$ cat src/rtl/mem_pkg.sv
// Shared defaults and FSM encoding for the memory master.
package mem_pkg;

  localparam int ADDR_W_DEF = 10;
  localparam int DATA_W_DEF = 32;

  typedef logic [1:0] state_t;

  localparam logic [1:0] ST_IDLE   = 2'd0;
  localparam logic [1:0] ST_ACCESS = 2'd1;
  localparam logic [1:0] ST_RESP   = 2'd2;

endpackage

$ cat src/rtl/mem_addr_check.sv
// Byte-address legality check: word alignment and range within the memory.
module mem_addr_check #(
  parameter int ADDR_W = 10
) (
  input  logic [31:0]       byte_addr_i,
  output logic [ADDR_W-1:0] word_idx_o,
  output logic              addr_err_o
);

  // Misaligned addresses or any bit above the word-index range are rejected.
  always_comb begin
    word_idx_o = byte_addr_i[ADDR_W+1:2];
    addr_err_o = (byte_addr_i[1:0] != 2'b00) ||
                 ((byte_addr_i >> (ADDR_W + 2)) != 32'd0);
  end

endmodule

$ cat src/rtl/mem_master.sv
// Request/response master driving a single-port data memory with
// single-word stores and 1-4 word load bursts.
module mem_master
  import mem_pkg::*;
#(
  parameter int ADDR_W = ADDR_W_DEF,
  parameter int DATA_W = DATA_W_DEF
) (
  input  logic              clk,
  input  logic              reset,
  input  logic              req_valid,
  output logic              req_ready,
  input  logic              req_write,
  input  logic [31:0]       req_addr,
  input  logic [1:0]        req_len,
  input  logic [DATA_W-1:0] req_wdata,
  output logic              resp_valid,
  input  logic              resp_ready,
  output logic [DATA_W-1:0] resp_rdata,
  output logic              resp_last,
  output logic              resp_error,
  output logic              mem_wr_en,
  output logic [ADDR_W-1:0] mem_addr,
  output logic [DATA_W-1:0] mem_din,
  input  logic [DATA_W-1:0] mem_dout
);

  state_t              state_q, state_d;
  logic                write_q, write_d;
  logic [ADDR_W-1:0]   idx_q, idx_d;
  logic [DATA_W-1:0]   wdata_q, wdata_d;
  logic [1:0]          cnt_q, cnt_d;
  logic [DATA_W-1:0]   rdata_q, rdata_d;
  logic                last_q, last_d;
  logic                err_q, err_d;

  logic [ADDR_W-1:0]   chk_idx;
  logic                chk_err;

  mem_addr_check #(.ADDR_W(ADDR_W)) u_addr_check (
    .byte_addr_i (req_addr),
    .word_idx_o  (chk_idx),
    .addr_err_o  (chk_err)
  );

  // Handshake and memory-side outputs; reset gates the write strobe directly.
  always_comb begin
    req_ready  = (state_q == ST_IDLE) && !reset;
    resp_valid = (state_q == ST_RESP);
    resp_rdata = rdata_q;
    resp_last  = last_q;
    resp_error = err_q;
    mem_wr_en  = (state_q == ST_ACCESS) && write_q && !reset;
    mem_addr   = idx_q;
    mem_din    = wdata_q;
  end

  // Next-state logic: accept, one-cycle memory access, held response beat.
  always_comb begin
    state_d = state_q;
    write_d = write_q;
    idx_d   = idx_q;
    wdata_d = wdata_q;
    cnt_d   = cnt_q;
    rdata_d = rdata_q;
    last_d  = last_q;
    err_d   = err_q;
    case (state_q)
      ST_IDLE: begin
        if (req_valid) begin
          write_d = req_write;
          idx_d   = chk_idx;
          wdata_d = req_wdata;
          // Stores are always a single beat, whatever req_len says.
          cnt_d   = req_write ? 2'd0 : req_len;
          if (chk_err) begin
            // Illegal address: answer immediately, never touch memory.
            state_d = ST_RESP;
            err_d   = 1'b1;
            last_d  = 1'b1;
            rdata_d = '0;
          end else begin
            state_d = ST_ACCESS;
            err_d   = 1'b0;
          end
        end
      end
      ST_ACCESS: begin
        rdata_d = write_q ? '0 : mem_dout;
        last_d  = (cnt_q == 2'd0);
        err_d   = 1'b0;
        state_d = ST_RESP;
      end
      ST_RESP: begin
        if (resp_ready) begin
          if (last_q) begin
            state_d = ST_IDLE;
          end else begin
            // Index wraps naturally at 2^ADDR_W.
            idx_d   = idx_q + ADDR_W'(1);
            cnt_d   = cnt_q - 2'd1;
            state_d = ST_ACCESS;
          end
        end
      end
      default: state_d = ST_IDLE;
    endcase
  end

  // Control and response registers, cleared by synchronous reset.
  always_ff @(posedge clk) begin
    if (reset) begin
      state_q <= ST_IDLE;
      idx_q   <= '0;
      cnt_q   <= '0;
      rdata_q <= '0;
      last_q  <= 1'b0;
      err_q   <= 1'b0;
    end else begin
      state_q <= state_d;
      idx_q   <= idx_d;
      cnt_q   <= cnt_d;
      rdata_q <= rdata_d;
      last_q  <= last_d;
      err_q   <= err_d;
    end
  end

  // Captured request payload; only meaningful once the FSM leaves IDLE.
  always_ff @(posedge clk) begin
    write_q <= write_d;
    wdata_q <= wdata_d;
  end

endmodule

$ cat config.mk
export PLATFORM = sky130hd
export DESIGN_NAME = mem_master
export DESIGN_NICKNAME = d
export VERILOG_FILES = /design/src/rtl/mem_pkg.sv /design/src/rtl/mem_addr_check.sv /design/src/rtl/mem_master.sv
export SDC_FILE = /design/constraint.sdc
export NUM_CORES = 1
export LEC_CHECK = 0
export ABC_CLOCK_PERIOD_IN_PS = 3000
export CORE_ASPECT_RATIO = 2
export CORE_MARGIN = 1.5
export CORE_UTILIZATION = 38
export DETAILED_ROUTE_END_ITERATION = 16
export PLACE_DENSITY = 0.77
export SLEW_MARGIN = 5
export SYNTH_ARGS = -nofsm -noshare
export SYNTH_HDL_FRONTEND = slang
export SYNTH_HIERARCHICAL = 1
export SYNTH_SLANG_ARGS = --single-unit
$ cat constraint.sdc
create_clock -name clk -period 3 [get_ports clk]
set_clock_uncertainty 0.15 [all_clocks]
set_input_delay 0.75 -clock clk [delete_from_list [all_inputs] [get_ports clk]]
set_output_delay 0.75 -clock clk [all_outputs]
set_load 0.1 [all_outputs]
---- Word-level counts from Yosys, hierarchy flattened ----
Index checks and enable logic that the tools add are counted.
word-level totals
  register bits after elaboration ......... 81
  input port bits ......................... 103
  logic and storage cells ................. 56
operators by class
  add/sub/neg operators ................... 2
  equality and inequality tests ........... 6
  mux-type cells .......................... 24
  reductions and logical operators ........ 16
operator list
  kind                     count
  $mux W32                 3
  $pmux W32 S2             1
  $reduce_bool A32 Y1      1
  $mux W10                 3
  $pmux W10 S2             1
  $mux W2                  7
  $add A10 B1 Y10 const B  1
  $ne A2 B2 Y1 const B     3
  $pmux W2 S3              1
  $reduce_and A2 Y1        3
  $reduce_bool A2 Y1       3
  $mux W1                  5
  $logic_not A2 Y1         2
  $pmux W1 S2              2
  $pmux W2 S2              1
  $reduce_and A4 Y1        1
  $logic_and A1 B1 Y1      3
  $reduce_and A3 Y1        1
  $eq A2 B1 Y1 const B     1
  $eq A2 B2 Y1 const B     1
  $ne A2 B1 Y1 const B     1
  $sub A2 B1 Y2 const B    1
  $logic_not A1 Y1         1
  $logic_or A1 B1 Y1       1

---- Depth between registers and ports, before layout ----
  word-level depth ........................ 5
  gate-level depth with buffers ........... 9
  depth with buffers taken out ............ 7

---- Cells and area by module ----
The synthesis kept the hierarchy.
modules (own cells, without submodules)
  module          instances  cells an instance  area each (um^2)  sequential area each (um^2)
  mem_master      1          259                3031.7            1951.9
  mem_addr_check  1          17                 121.4             0.0

---- Least setup slack after synthesis ----
OpenSTA, ideal clock, no wires.
  kind .................................... input-to-output
  start ................................... in reset
  end ..................................... out mem_wr_en
  arrival ................................. 3.194 ns
  slack ................................... -1.094 ns
  stages .................................. 2
  buffers on the path ..................... 1
  cells stage by stage .................... buf_1 nor3b_1
on the way
  longest elaborated chain between the ends .. 2
ends and longest elaborated chain
  item                 RTL line          RTL
  start, declared      mem_master.sv:10  input logic reset,
  $logic_not A1 Y1     mem_master.sv:53  mem_wr_en = (state_q == ST_ACCESS) && write_q && !reset;
  $logic_and A1 B1 Y1  mem_master.sv:53
  end, declared        mem_master.sv:22  output logic mem_wr_en,
No other way between the ends.

---- Final worst setup path ----
  start ................................... in req_addr[16]
  end ..................................... reg rdata_q[6], in the netlist resp_rdata[6]
on the way
  longest elaborated chain between the ends .. 4
ends and longest elaborated chain
  item                         RTL line              RTL
  start, declared              mem_master.sv:14      input logic [31:0] req_addr,
  $reduce_bool A32 Y1          mem_addr_check.sv:14  ((byte_addr_i >> (ADDR_W + 2)) != 32'd0);
  $logic_or A1 B1 Y1           mem_addr_check.sv:13  addr_err_o = (byte_addr_i[1:0] != 2'b00) ||
  named net chk_err            mem_master.sv:38      logic chk_err;
  $ne A2 B2 Y1 (no line)       n/a
  $reduce_and A3 Y1 (no line)  n/a
  end signal, assigned         mem_master.sv:123     rdata_q <= rdata_d;
  end, declared                mem_master.sv:33      logic [DATA_W-1:0] rdata_q, rdata_d;
The timed path passes the listed nets, and every way through them passes these cells.
A chain may end at the register's enable or synchronous reset.

==> impl.org <==
** Synthesis
- In this run the biggest area consumer among cell types represents 31.4% of the synthesized area.
- The synthesized netlist occupies a cell area of 3150 um^2.
- Of the total synthesized cell area, the portion taken by XOR and XNOR cells is 0%.
- The synthesized design spends more area on one cell type than any other, namely sky130_fd_sc_hd__edfxtp_1.
- Share of cell area taken by muxes after synthesis :: 0.675%
- Count of warnings emitted by yosys :: 6
- By instance count, the leading cell after synthesis is sky130_fd_sc_hd__dfxtp_1.
- Number of nets in the synthesized netlist :: 381
- Adder and majority cell fraction of the synthesized area :: 0.794%
- Syn Area/Cell :: 11.4 um^2
- After synthesis, the netlist uses 50 different library cells.
- Async S/R FF share, synth :: 0%
- Summing the sequential cell areas from Yosys gives 61.9% of the chip area.
- Dominant combinational cell family by area after synthesis :: simple AND/OR/NAND/NOR gates
- Simple-Gate Fraction of Synth Area :: 15.4%
- After synthesis, the most frequently instantiated cells are sky130_fd_sc_hd__dfxtp_1, sky130_fd_sc_hd__nor2_1, sky130_fd_sc_hd__edfxtp_1.
- Yosys attributes the largest share of cell area to sky130_fd_sc_hd__edfxtp_1, sky130_fd_sc_hd__dfxtp_1, sky130_fd_sc_hd__a22oi_1.
- Counting flops and latches in the post-synthesis netlist gives 81.
- Fraction of the mapped netlist area in compound gates :: 15.2%
- Number of enable flip-flop cells after synthesis :: 33
- Primary flip-flop cell chosen by synthesis mapping :: sky130_fd_sc_hd__dfxtp_1
- Post-Synthesis Cells :: 276

** Detailed routing
- In this run the remaining antenna-violating nets after routing total 0.
- Iteration-0 DRC count of the detailed router :: 224
- DRT Pass-1 Iters :: 4
- Vias post-DR :: 2793
- # DRC :: 0
- DRT Wirelength :: 8990 um
- Using the TritonRoute via totals, the vias-per-cell ratio works out to 5.10.
- Wire length per cell :: 16.4 um

** Clocking
- Post-CTS Hold Buffers :: 0
- Number of buffers added by the clock tree synthesis step :: 9
- Once the clock tree was built, the setup fixing pass inserted 0 buffers.
- CTS built an H-tree with a depth of 3.
- In this run the deepest clock path goes through 2 buffers.
- Post-CTS repair changed the size of 0 cells.
- The tree is rooted in a sky130_fd_sc_hd__clkbuf_16.
- Worst skew pair latency :: 0.33 ns
- The clock drives 81 sinks.
- After clock tree synthesis, the clock-pin slew on the worst setup and hold paths is 0.06 ns.
- TritonCTS built the clock tree.

** Timing
- Timing would allow up to 362 MHz.
- Max-slew headroom :: 65.3%
- Post-layout worst setup margin :: 0.240 ns
- In the finished design, the share of the clock period the worst path needs comes to 92.0%.
- For the pin with the worst max-slew slack, the measured transition is 0.520 ns.
- Final Hold Fails :: 0
- Setup repair after global routing left no endpoint under its margin.
- Final min period :: 2.76 ns
- Final count of pins violating max slew :: 0
- Final Setup Violations :: 0

** Placed design
- Count of port buffers added during placement :: 181
- The number of placed instances, taps included, is 532.
- Global placement routability congestion :: 0.774
- Before CTS, the worst setup slack after placement is -0.126 ns.
- Once detailed placement completed, the half-perimeter wirelength came to 6930 um.

** Global route
- Antenna violations before repair :: 0
- Total track usage :: 20.4%
- The first global-routing pass estimated 13600 um of wire.
- The number of global-route vias before repair is 2742.
- Residual overflow from global routing :: 0
- Largest net degree at the start of global routing :: 34

** Outcome
- Run status :: complete, no violations

** Finish
- 0 antenna diodes ended up in the layout.
- Compared with the post-synthesis result, the final layout area differs by 62.3%.
- Total of fill cells in the finished design :: 627
- Excluding fillers, the count of instances in the completed layout stands at 548.
- Ratio of cells with drive above 1 in the final layout :: 25.4%
- For this run, the post-layout net count is 552.
- Cells fill 64.0% of the core in the end.

** Critical path
- STA classifies the critical path endpoint as a register.
- For the worst setup path, the data required time is 3.12 ns.
- Of all nets on the critical path, the largest fanout is 27.
- Worst reg-to-reg setup slack :: 0.95 ns
- The worst setup path is launched from an input pin.
- Type of the worst setup path :: input pin to register
- Arrival @ worst endpoint :: 2.88 ns

** Power and ir drop
- The analysis attributes to net switching a power of 991 uW.
- Sequential fraction of design power :: 41.3%
- Total Power Consumption :: 3010 uW
- For this design the static power due to leakage is 0.00198 uW.
- The clock network is responsible for 34.3% of the overall power.
- P_int :: 2010 uW
- Part of the total power dissipated in combinational logic :: 24.4%
- IR analysis of the VDD net gives a maximum drop of 0.533 mV.
- Power Dens Cells :: 587 nW/um^2
- Switching share of power :: 33.0%

** Die
- Die Y-Extent :: 132 um
- The total area inside the core boundary comes to 8000 um^2.
- Top-level port count :: 182
- The die covers 8890 um^2.
- Rows :: 46
- The initial utilization of the core area, before any placement, comes to 39.4%.
- The die is 67.4 um wide.

** Hold path
- Type of the worst min-delay path :: register to register

** Job
- Max capacitance violation total :: 0
## power groups by stage
stage / sequential, uW / combinational (uW) / clock [uW]
3_5_place_dp: 1260 / 735 / 0
5_1_grt: 1250 / 764 / 1090
2_1_floorplan: 1600 / 157 / 0
4_1_cts: 1240 / 737 / 1050
6_report: 1240 / 734 / 1030
3_3_place_gp: 1260 / 726 / 0
## stage by stage
stage | TNS, ns | area [um^2] | hold slack [ns]
after floorplan | 0 | 3180 | 0.294
after global placement | -2.26 | 4830 | 0.305
after detailed placement | -3.03 | 4830 | 0.317
after CTS | 0 | 5120 | 0.325
after global routing | 0 | 5120 | 0.377
final | 0 | 5120 | 0.323
## cells in the final DEF, fill, tap and decap left out, drive strengths merged, types with 2 or more instances in the layout
cell type,instances
a211oi,3
a21oi,11
a22oi,32
a31oi,4
and2,3
buf,86
clkbuf,9
clkdlybuf4s50,101
clkinv,2
clkinvlp,2
dfxtp,48
edfxtp,33
ha,2
inv,8
nand2,9
nand2b,4
nand3,6
nand4,3
nor2,41
nor2b,3
nor3,6
nor3b,3
nor4,6
o21ai,8
or4,2
## registers in the layout, summed over array words and instances (netlist names)
name and flops:
state_q 2, write_q 1, resp_error 1, mem_addr 10
resp_rdata 32, mem_din 32, cnt_q 2, resp_last 1
## worst max-delay path: stages
cell                              delay, ns
sky130_fd_sc_hd__clkdlybuf4s50_1       0.40
sky130_fd_sc_hd__or4_1                 0.50
sky130_fd_sc_hd__or4_1                 0.50
sky130_fd_sc_hd__a21oi_1               0.13
sky130_fd_sc_hd__or2_1                 0.17
sky130_fd_sc_hd__buf_12                0.19
sky130_fd_sc_hd__a22oi_1               0.10
sky130_fd_sc_hd__nor2_1                0.12
## routing by layer
metal	GRT usage, %	share of wire, %	up-vias
li1	-	-	1350
met1	20.3	34	1298
met2	37.7	56	130
met3	4.95	7.4	15
met4	9.07	2.5	0
met5	0	0	-
## layout make-up
type	count	area (um^2)	area share, %
tap	96	120	2.35
multi-input combinational	163	1030	20.2
timing repair buffer	187	1700	33.3
inverter	5	21.3	0.416
clock inverter	7	61.3	1.20
clock buffer	9	225	4.40
sequential	81	1950	38.1
## cell families (layout without fill, tap and decap cells)
kind of cell | Yosys count | in the layout
adder cells (fa/ha/maj) | 2 | 2
AO/OA/AOI/OAI | 66 | 66
AND/OR/NAND/NOR | 93 | 93
buffers and inverters | 32 | 208
multiplexers | 2 | 2
flip-flops | 81 | 81
## final timing paths
kind                 from             end  cells past startpoint
max          req_addr[16]   resp_rdata[6]                      8
min              cnt_q[1]        cnt_q[1]                      2
max reg2reg    state_q[0]  resp_rdata[26]                      5
min reg2reg      cnt_q[1]        cnt_q[1]                      2
(Power assumes the default switching activity.)
